**config.mk**
```make
export PLATFORM = sky130hd
export DESIGN_NAME = debounce_multi_flat
export DESIGN_NICKNAME = d
export VERILOG_FILES = /design/src/rtl/debounce_multi_pkg.sv /design/src/rtl/debounce_multi_if.sv /design/src/rtl/debounce_multi_chan.sv /design/src/rtl/debounce_multi.sv /design/src/flat_wrapper.sv
export SDC_FILE = /design/constraint.sdc
export NUM_CORES = 1
export LEC_CHECK = 0
export ABC_AREA = 1
export CORE_MARGIN = 1.5
export CORE_UTILIZATION = 35
export DETAILED_ROUTE_END_ITERATION = 6
export PLACE_DENSITY = 0.59
export SYNTH_ARGS = -nofsm -noshare
export SYNTH_HDL_FRONTEND = slang
export SYNTH_SLANG_ARGS = --single-unit
export TNS_END_PERCENT = 1
```
**constraint.sdc**
```tcl
create_clock -name clk -period 1.35 [get_ports clk]
set_input_delay 0.135 -clock clk [delete_from_list [all_inputs] [get_ports clk]]
set_output_delay 0.135 -clock clk [all_outputs]
set_load 0.005 [all_outputs]
```
**src/rtl/debounce_multi_pkg.sv**
```systemverilog
// debounce_pkg: shared constants and types for the multi-channel debouncer.
//   DB_DEFAULT_STABLE : default run length of disagreeing samples before a flip
//   db_evt_t          : per-channel edge event pair {rise, fall}
package debounce_pkg;

  localparam int unsigned DB_DEFAULT_STABLE = 4;

  typedef struct packed {
    logic rise;
    logic fall;
  } db_evt_t;

endpackage

```
**src/rtl/debounce_multi_if.sv**
```systemverilog
// debounce_multi_if: bundles the debouncer's sampling inputs and clean outputs.
//   sample_tk : counter advance enable (tie high to count every clock)
//   raw_in    : asynchronous bouncy inputs, one bit per channel
//   db_state  : debounced level per channel
//   rise_pls  : 1-cycle pulse per channel on a 0->1 flip
//   fall_pls  : 1-cycle pulse per channel on a 1->0 flip
//   any_pls   : OR of all rise/fall pulses, aligned with them
// master drives raw_in/sample_tk; slave is the debouncer.
interface debounce_multi_if #(
  parameter int unsigned N_CH = 4
);
  logic            sample_tk;
  logic [N_CH-1:0] raw_in;
  logic [N_CH-1:0] db_state;
  logic [N_CH-1:0] rise_pls;
  logic [N_CH-1:0] fall_pls;
  logic            any_pls;

  modport master (
    output sample_tk, raw_in,
    input  db_state, rise_pls, fall_pls, any_pls
  );

  modport slave (
    input  sample_tk, raw_in,
    output db_state, rise_pls, fall_pls, any_pls
  );
endinterface

```
**src/rtl/debounce_multi_chan.sv**
```systemverilog
// debounce_chan: one debouncer channel.
//   clk, reset : system clock, async active-high reset
//   sample_tk  : counter advance enable
//   raw        : asynchronous bouncy input
//   state      : debounced level
//   evt        : registered {rise, fall} pulses, high the cycle after a flip edge
//   evt_nxt    : combinational value evt will load at the next edge
// A 2-flop synchroniser feeds a run-length counter; the level flips only after
// STABLE_CYCLES consecutive qualifying samples that disagree with it. Any sample
// that agrees clears the run.
module debounce_chan
  import debounce_pkg::*;
#(
  parameter int unsigned STABLE_CYCLES = DB_DEFAULT_STABLE,
  parameter logic        RESET_STATE   = 1'b0
) (
  input  logic    clk,
  input  logic    reset,
  input  logic    sample_tk,
  input  logic    raw,
  output logic    state,
  output db_evt_t evt,
  output db_evt_t evt_nxt
);
  localparam int unsigned      CNT_W    = $clog2(STABLE_CYCLES);
  localparam logic [CNT_W-1:0] CNT_LAST = CNT_W'(STABLE_CYCLES - 1);

  logic             sync0;
  logic             sync1;
  logic [CNT_W-1:0] cnt;
  logic [CNT_W-1:0] cnt_nxt;
  logic             state_nxt;

  always_comb begin
    cnt_nxt   = cnt;
    state_nxt = state;
    evt_nxt   = '0;
    if (sync1 == state) begin
      cnt_nxt = '0;
    end else if (sample_tk) begin
      if (cnt == CNT_LAST) begin
        // counter restarts on the flip, so it can never wrap
        state_nxt    = ~state;
        cnt_nxt      = '0;
        evt_nxt.rise = ~state;
        evt_nxt.fall = state;
      end else begin
        cnt_nxt = cnt + 1'b1;
      end
    end
  end

  always_ff @(posedge clk or posedge reset) begin
    if (reset) begin
      sync0 <= RESET_STATE;
      sync1 <= RESET_STATE;
      state <= RESET_STATE;
      cnt   <= '0;
      evt   <= '0;
    end else begin
      sync0 <= raw;
      sync1 <= sync0;
      state <= state_nxt;
      cnt   <= cnt_nxt;
      evt   <= evt_nxt;
    end
  end
endmodule

```
**src/rtl/debounce_multi.sv**
```systemverilog
// debounce_multi: N-channel switch/button debouncer.
//   clk   : system clock, all logic on posedge
//   reset : asynchronous, active-high reset
//   bus   : debounce_multi_if slave (sample_tk, raw_in in; db_state,
//           rise_pls, fall_pls, any_pls out)
// The interface instance must be parameterised with the same N_CH.
// Channels are fully independent; any_pls is registered from the same next-state
// pulse terms as the per-channel pulses so all of them assert in the same cycle.
module debounce_multi
  import debounce_pkg::*;
#(
  parameter int unsigned N_CH          = 4,
  parameter int unsigned STABLE_CYCLES = DB_DEFAULT_STABLE,
  parameter logic        RESET_STATE   = 1'b0
) (
  input logic              clk,
  input logic              reset,
  debounce_multi_if.slave  bus
);
  logic [N_CH-1:0] pls_nxt;

  for (genvar i = 0; i < N_CH; i++) begin : g_ch
    db_evt_t evt;
    db_evt_t evt_nxt;

    debounce_chan #(
      .STABLE_CYCLES (STABLE_CYCLES),
      .RESET_STATE   (RESET_STATE)
    ) u_chan (
      .clk       (clk),
      .reset     (reset),
      .sample_tk (bus.sample_tk),
      .raw       (bus.raw_in[i]),
      .state     (bus.db_state[i]),
      .evt       (evt),
      .evt_nxt   (evt_nxt)
    );

    assign bus.rise_pls[i] = evt.rise;
    assign bus.fall_pls[i] = evt.fall;
    assign pls_nxt[i]      = evt_nxt.rise | evt_nxt.fall;
  end

  always_ff @(posedge clk or posedge reset) begin
    if (reset) begin
      bus.any_pls <= 1'b0;
    end else begin
      bus.any_pls <= |pls_nxt;
    end
  end
endmodule

```
**src/flat_wrapper.sv**
```systemverilog
// flat-port wrapper written by rule: the top's interface ports become plain ports
module debounce_multi_flat import debounce_pkg::*;
#(
  parameter int unsigned N_CH          = 4,
  parameter int unsigned STABLE_CYCLES = DB_DEFAULT_STABLE,
  parameter logic        RESET_STATE   = 1'b0
)
  (clk, reset, bus_sample_tk, bus_raw_in, bus_db_state, bus_rise_pls, bus_fall_pls, bus_any_pls);
  debounce_multi_if #(.N_CH(N_CH)) bus_i ();
  input logic clk;
  input logic reset;
  input wire logic [$bits(bus_i.sample_tk)-1:0] bus_sample_tk;
  input wire logic [$bits(bus_i.raw_in)-1:0] bus_raw_in;
  output wire logic [$bits(bus_i.db_state)-1:0] bus_db_state;
  output wire logic [$bits(bus_i.rise_pls)-1:0] bus_rise_pls;
  output wire logic [$bits(bus_i.fall_pls)-1:0] bus_fall_pls;
  output wire logic [$bits(bus_i.any_pls)-1:0] bus_any_pls;
  assign bus_i.sample_tk = bus_sample_tk;
  assign bus_i.raw_in = bus_raw_in;
  assign bus_db_state = bus_i.db_state;
  assign bus_rise_pls = bus_i.rise_pls;
  assign bus_fall_pls = bus_i.fall_pls;
  assign bus_any_pls = bus_i.any_pls;
  debounce_multi #(.N_CH(N_CH), .STABLE_CYCLES(STABLE_CYCLES), .RESET_STATE(RESET_STATE)) u_core (.clk(clk), .reset(reset), .bus(bus_i));
endmodule
```
==> results of run 1 <==
[Yosys cell counts]
master	n
nand2_1	33
dfrtp_1	29
inv_1	15
inv_2	8
nand4_1	8
nand3_1	6
buf_4	4
ha_1	4
nand2_2	4
or2_2	4
nand3_2	3
buf_6	2
nor2_4	2
o21ai_1	2
o21ai_2	2
inv_4	1
nand2_4	1
nor2_1	1
nor2_2	1
[cell type report]
class | count | area, µm²
fillers | 340 | 1860
repair buffers | 22 | 221
inverters | 24 | 92.6
multi-input cells | 71 | 405
flip-flops and latches | 29 | 726
clock buffers | 8 | 48.8
well taps | 46 | 57.6
[logic make-up after synthesis]
family | after synthesis
adders and majority gates | 4
DFF | 29
and+or+nand+nor | 63
buffers and inverters | 30
AOI/OAI and AO/OA | 4
[flip-flops by register name, summed over array words and instances, names as in the netlist]
name	flops
u_core.g_ch.u_chan.sync0	4
u_core.g_ch.u_chan.evt	8
u_core.g_ch.u_chan.state	4
u_core.g_ch.u_chan.cnt	8
u_core.bus.any_pls	1
u_core.g_ch.u_chan.sync1	4
[placed cells by master (no fill, tap or decap)]
cell              n
nor2_1            1
nand2_4           1
dfrtp_1          29
nand4_1           8
clkbuf_4          5
inv_4             1
dlygate4sd2_1     3
nand3_2           3
nand2_1          33
o21ai_2           2
nand2_2           4
clkbuf_1          3
o21ai_1           2
inv_1            15
ha_1              4
nor2_2            1
or2_2             4
nor2_4            2
clkdlybuf4s50_1  16
inv_2             8
nand3_1           6
buf_12            1
buf_4             2
[worst max-delay path by stage]
stage | start | to | cells after the start
3_5_place_dp | bus_sample_tk | u_core.bus.any_pls$_DFF_PP0_ | 6
4_1_cts | u_core.g_ch[1].u_chan.state$_DFFE_PP0P_ | bus_db_state[1] | 1
5_1_grt | u_core.g_ch[1].u_chan.state$_DFFE_PP0P_ | bus_db_state[1] | 1
3_3_place_gp | bus_sample_tk | u_core.g_ch[2].u_chan.state$_DFFE_PP0P_ | 5
6_report | u_core.g_ch[1].u_chan.state$_DFFE_PP0P_ | bus_db_state[1] | 1
2_1_floorplan | u_core.g_ch[1].u_chan.cnt[0]$_DFFE_PP0P_ | u_core.g_ch[1].u_chan.cnt[0]$_DFFE_PP0P_ | 3
[report_power, final]
group | switching, mW | internal [mW]
Sequential | 0.121 | 1.02
Combinational | 0.362 | 0.309
Clock | 0.277 | 0.207
Total | 0.760 | 1.54
[metal layers]
layer | up-vias | routed length (µm) | global-route usage [%]
met2 | 15 | 1100 | 21.1
li1 | 449 | - | -
met5 | - | 0 | 0
met1 | 425 | 830 | 13.1
met3 | 2 | 79 | 5.00
met4 | 0 | 29 | 7.34
[repair_timing]
| action | 4_1_cts | 5_1_grt |
|---|---|---|
| endpoints found under the setup margin | 4 | 0 |
| resized for setup | 3 | 0 |
| buffers inserted | 1 | 0 |
[through the flow]
stage	std cells	util (%)
floorplan	130	-
global placement	191	43.9
detailed placement	191	43.9
CTS	200	45.4
global route	200	45.4
finish	200	45.4
==> results by stage, run 1 <==
Timing:
- The clock arrives with 0.00998 ns of skew.
- The clock period minus final worst setup slack is 1.30 ns.
- After layout, the worst setup slack is 0.0523 ns.
- Setup repair after global routing left no endpoint under its margin.
- The count of final hold-check violations is 0.
- In the final timing run, aggregate negative setup slack is 0 ns.
- The number of setup violations in the final report is 0.
- At the pin with the least slew margin, the transition time is 0.351 ns.
- In this run the tightest slew margin relative to its limit is between 70% and 80%.
- The count of pins over their slew limit is 0.
- Hold is met by between 0.15 and 0.2 ns.
- Derived from the worst setup path, the maximum achievable clock frequency is 771 MHz.
- In the finished design, the share of the clock period the worst path needs comes to between 90% and 100%.

Global route:
- The first global-routing pass estimated 3810 µm of wire.
- Entering global routing, the biggest net connects 30 pins.
- The aggregate global routing overflow is 0.
- Across every metal layer, demand over resource in global routing totals approximately 13%.
- The number of global-route vias before repair is just under 900.
- The initial antenna violation count is 0.

Synthesis:
- The number of distinct standard cells referenced by the synthesized netlist is 19.
- The flip-flop and latch count after synthesis is 29.
- After synthesis, the cell types taking the most area are dfrtp_1, nand2_1, inv_1.
- Synthesis produced a netlist with a net count of 141.
- The warning count from the yosys run is 0.
- Of all cell types, the one taking the most synthesized area is dfrtp_1.
- The mux share of post-synthesis cell area is 0%.
- The synthesized design devotes to its leading area cell type a little under three fifths of total area.
- Sequential cells were found to cover 56.9% of the synthesized design area.
- The average footprint of a synthesized cell is 9.82 µm².
- The complex-gate fraction of the synthesized area is about 2.2%.
- The mapped netlist covers about 0.0013 mm².
- The post-synthesis instance total is 130.
- The xor/xnor share of the synthesized area is 0%.
- The adder-cell share of the synthesized area is 3.92%.
- The share of synthesized cell area in and, or, nand and nor gates is ~26%.
- The combinational family with the most area after synthesis is simple AND/OR/NAND/NOR gates.

Placement:
- In this run the tool buffered the top-level ports with 19 buffer cells.
- In this run the cell area measured after placement is 0.00150 mm².
- Prior to clock tree synthesis, the placed netlist has a worst setup slack of around 0.13 ns.
- The HPWL reported at the end of detailed placement is 1500 µm.
- At the end of routability-driven placement, the weighted congestion stood at 0.651.

Setup path:
- The reg2reg setup slack is 0.18 ns.
- The worst path required time is approximately 1.2 ns.
- The highest cell delay on the worst timing path is 0.49 ns.
- Counting cells, the worst reg-to-reg path comes to 3.
- The worst setup path is launched from a register.
- The kind of cell adding the most delay to the critical path is buffers and inverters.
- The type of the worst setup path is reg2out.
- The sort of element at the end of the critical path is a primary output.
- In this run the worst path has a maximum fanout of 2.
- The reg-to-reg critical path startpoint is u_core.g_ch[3].u_chan.cnt[0]$_DFFE_PP0P_.
- For this design, the slowest cell found on the critical path is clkdlybuf4s50_1.
- The count of buffering cells on the critical path with inverters included is 1.
- Walking the worst path, the cells encountered are clkdlybuf4s50_1.
- The arrival time of data at the critical path endpoint is 1.16 ns.
- The worst register-to-register path ends at u_core.g_ch[3].u_chan.cnt[0]$_DFFE_PP0P_.

Finish:
- In the final design database the tool counted 164 nets.
- From synthesis to final layout, the design area changed by 21.6%.
- In the final layout, the share of cells above drive strength 1 is between 20% and 30%.
- The number of antenna diodes in the final layout is 0.
- The final non-filler cell area is 0.00155 mm².

Clock tree:
- The root buffer cell chosen for the clock tree is clkbuf_4.
- At the later pin of the worst-skew pair, clock insertion delay measures 0.32 ns.
- The number of H-tree levels is 2.
- After clock tree synthesis, the flow added hold-fix buffers numbering 0.
- The clock-pin slew on the worst setup and hold paths is 0.09 ns.
- No sink is reached through more buffers than the 2 on the longest clock path.
- TritonCTS built the clock tree.
- The clock sink count is 29.
- The TritonCTS buffer count is 5.

Floorplan:
- The floorplan step defined a die boundary enclosing roughly 0.0040 mm².
- The overall die height is roughly 63 µm.
- The cell row count is 21.
- The effective utilization at floorplan is ~37%.
- The core outline area is 0.00342 mm².
- The count of pins on the block boundary is 20.
- From left edge to right edge, the die measures about 63 µm.

Detailed routing:
- After detailed routing, the total wire length is 2040 µm.
- After the first detailed-routing iteration, the DRC count stood at 31.
- The number of antenna-violating nets in the routed design is 0.
- The detailed-route vias per instance is 4.46.
- The first-pass iteration count of the detailed router is 4.
- The wire length per cell is about 10 µm.
- The total DRC errors in the routed layout is 0.
- Detailed routing inserted a total of 891 vias.

Power and ir drop:
- VDD sags by at most 0.600 mV.
- In this run the static leakage power is 0.862 nW.
- The power after layout is 2.30 mW.
- In this run the power density over the cells is 1480 mW/mm².

Flow run:
- The reported max-cap violation count is 0.

Hold path:
- The min-delay analysis places its worst path in the category in2async.

Outcome:
- The run finished with clean final reports.
(Power assumes the default switching activity.)
==> inputs of run 2 (changes only) <==
--- a/config.mk
+++ b/config.mk
@@ -9,4 +9,5 @@
 export CORE_MARGIN = 1.5
 export CORE_UTILIZATION = 35
+export CTS_CLUSTER_SIZE = 16
 export DETAILED_ROUTE_END_ITERATION = 6
 export PLACE_DENSITY = 0.59
==> constraint.sdc (replaced) <==
create_clock -name clk -period 1.35 [get_ports clk]
set_input_delay 0.135 -clock clk [delete_from_list [all_inputs] [get_ports clk]]
set_output_delay 0.135 -clock clk [all_outputs]
set_load 0.02 [all_outputs]
==> results by stage, run 2 (synthesized netlist as in run 1, its figures left out) <==
Setup path:
- The cell with the largest stage delay on the worst path is dfrtp_1.
- The worst path required time is 1.22 ns.
- Walking the worst path, the cells encountered are dlygate4sd2_1.
- In this run the critical register-to-register path is launched from u_core.g_ch[1].u_chan.cnt[0]$_DFFE_PP0P_.
- The highest cell delay on the worst timing path is 0.44 ns.
- The count of buffering cells on the critical path with inverters included is 1.
- For the worst setup path, the data arrival time is 1.13 ns.
- In this run the worst setup path begins at u_core.g_ch[1].u_chan.state$_DFFE_PP0P_.
- The worst setup path is of the reg2out kind.
- The startpoint type of the worst setup path is a register.
- Of all nets on the critical path, the largest fanout is 5.
- The sort of element at the end of the critical path is a primary output.
- The kind of cell adding the most delay to the critical path is flip-flops.

Timing:
- Dividing the final minimum period by the clock period gives 93.4%.
- Setup violations remaining at the end of the flow were counted as 0.
- The count of pins over their slew limit is 0.
- The maximum clock frequency is 793 MHz.
- Setup repair after global routing left no endpoint under its margin.
- The count of final hold-check violations came to 0.
- The slew at the pin with the worst max-slew slack is 0.357 ns.
- Measured against its own limit, the worst slew margin works out to 76.2%.
- For the final database, setup skew stands at 0.0134 ns.
- Subtracting the final worst setup slack from the clock period gives roughly 1.3 ns.
- The total negative setup slack is 0 ns.

Global route:
- Global routing consumed, over all layers together, 11.8% of the routing resources.
- The initial antenna violation count is 0.
- The number of global-route vias before repair is around 840.
- The aggregate global routing overflow is 0.
- The wire length of the first global-routing pass is roughly 3500 µm.
- Entering global routing, the biggest net connects 30 pins.

Finish:
- The antenna diode count is 0.
- The top cell types in the final layout, fill and taps aside, are nand2_1, dfrtp_1, inv_1.
- Relative to the synthesized area, the layout overhead comes to 20.0%.
- In the final layout, the registers with the most flip-flops are u_core.g_ch.u_chan.cnt (8), u_core.g_ch.u_chan.evt (8).
- The net count of the finished layout is ~160.
- Measured on the finished design, the core utilization comes to 44.8%.
- The share of cells above drive strength 1 is a little over a fifth.
- Excluding fillers, the count of instances in the completed layout stands at 199.
- The most frequent standard cell in the layout excluding fill and tap cells is nand2_1.

Power and ir drop:
- Internal power comes to 1.51 mW.
- The clock share of power is 20.9%.
- The worst vdd rail ir drop is approximately 0.62 mV.
- The switching part of the total power is 35.3%.
- The static leakage is around 0.90 nW.
- For this design the total switching power over the nets is 0.822 mW.
- Sequential cells account for just under 50% of the total power.
- Dividing total power by cell area gives a power density of 1520 mW/mm².
- Per report_power, the combinational group accounts for 29.6% of the total.
- Total power for the finished layout comes to 2.33 mW.

Detailed routing:
- The first-pass iteration count of the detailed router is 4.
- The detailed-route vias per instance is 4.49.
- After detailed routing, the average wire length per cell comes to 10.1 µm.
- The total DRC errors in the routed layout is 0.
- The number of antenna-violating nets in the routed design is 0.
- The initial DRC count is 51.
- The count of vias placed by the detailed router is 894.
- After detailed routing, the total wire length is around 2000 µm.

Clock tree:
- The clock sink count is 29.
- The buffer count from post-CTS setup fixing is 0.
- The tree is rooted in a clkbuf_4.
- Buffers inserted during clock tree synthesis total 5.
- The clock-pin slew on the worst setup and hold paths is ~0.090 ns.
- The hold buffer count at cts is 0.
- The H-tree generated during clock tree synthesis spans 2 levels.
- The longest clock path from root to sink contains 2 buffers.
- Clock latency on the worst-skew pair, taken at its later pin, is 0.33 ns.
- TritonCTS built the clock tree.

Placement:
- Routability-driven placement finished with a final weighted congestion of 0.660.
- The HPWL reported at the end of detailed placement is approximately 1500 µm.
- The number of placed instances with taps included is 191.
- The port buffer count is 19.

Outcome:
- The run finished with clean final reports.

Floorplan:
- The total die area is 0.00402 mm².
- Pin placement for this block handled 20 I/O pins.
- Row generation in the floorplan step produced 21 rows.
- The effective utilization at floorplan is a little under two fifths.
- The overall die height is 63.4 µm.
- The core outline area is 0.00342 mm².
- The die boundary width is 63.4 µm.

Flow run:
- The tool flagged a number of max-cap violations equal to 0.

Hold path:
- The min-delay analysis places its worst path in the category in2async.
## run 2: changes by cell type in the layout (fill, tap and decap cells not counted)
cell,change
buf_4,-1
clkdlybuf4s50_1,-10
dlygate4sd2_1,+10
## run 2: cell type report
cell class                      instances  area, µm²
Timing Repair Buffer                   21        201
Multi-Input combinational cell         71        405
Tap cell                               46       57.6
Inverter                               24       92.6
Sequential cell                        29        726
Clock buffer                            8       48.8
Fill cell                             325       1880
## run 2: repair_timing
| item | 4_1_cts | 5_1_grt |
|---|---|---|
| endpoints found under the hold margin | 0 | 0 |
| setup endpoints to repair | 13 | 0 |
| gates resized for setup | 13 | 0 |
## run 2: worst paths after layout
kind | endpoint | slack, ns | cells after the start
min reg2reg | u_core.g_ch[0].u_chan.sync1$_DFF_PP0_ | 0.36 | 0
max reg2reg | u_core.g_ch[1].u_chan.cnt[0]$_DFFE_PP0P_ | 0.17 | 3
min | u_core.g_ch[1].u_chan.evt[1]$_DFF_PP0_ | 0.17 | 3
min in group clk | u_core.g_ch[2].u_chan.sync0$_DFF_PP0_ | 0.25 | 1
max in group asynchronous | u_core.g_ch[0].u_chan.evt[1]$_DFF_PP0_ | 0.90 | 3
max | bus_db_state[1] | 0.09 | 1
## run 2: power by group through the flow
stage	sequential, mW	combinational (mW)	clock [mW]
finish	1.15	0.690	0.488
floorplan	1.16	0.576	0
global route	1.18	0.780	0.564
CTS	1.15	0.700	0.521
global placement	1.17	0.700	0
detailed placement	1.18	0.732	0
## run 2: routing by layer
layer | up-vias | GRT usage (%) | wire (µm)
li1 | 445 | - | -
met1 | 426 | 12.0 | 886
met2 | 17 | 19.6 | 987
met3 | 6 | 5.36 | 91
met4 | 0 | 7.34 | 38
met5 | - | 0 | 0
## run 2: metrics by stage
stage,area [µm²],hold slack [ns],worst slack [ns]
global route,1530,0.212,0.0396
finish,1530,0.170,0.0894
CTS,1530,0.171,0.0637
global placement,1500,0.334,0.124
detailed placement,1500,0.340,0.114
floorplan,1280,0.166,0.257
## run 2: worst reg2reg max path, stage by stage (launching register included)
cell and delay [ns]:
dfrtp_1 0.41, ha_1 0.26, or2_2 0.32, o21ai_2 0.13
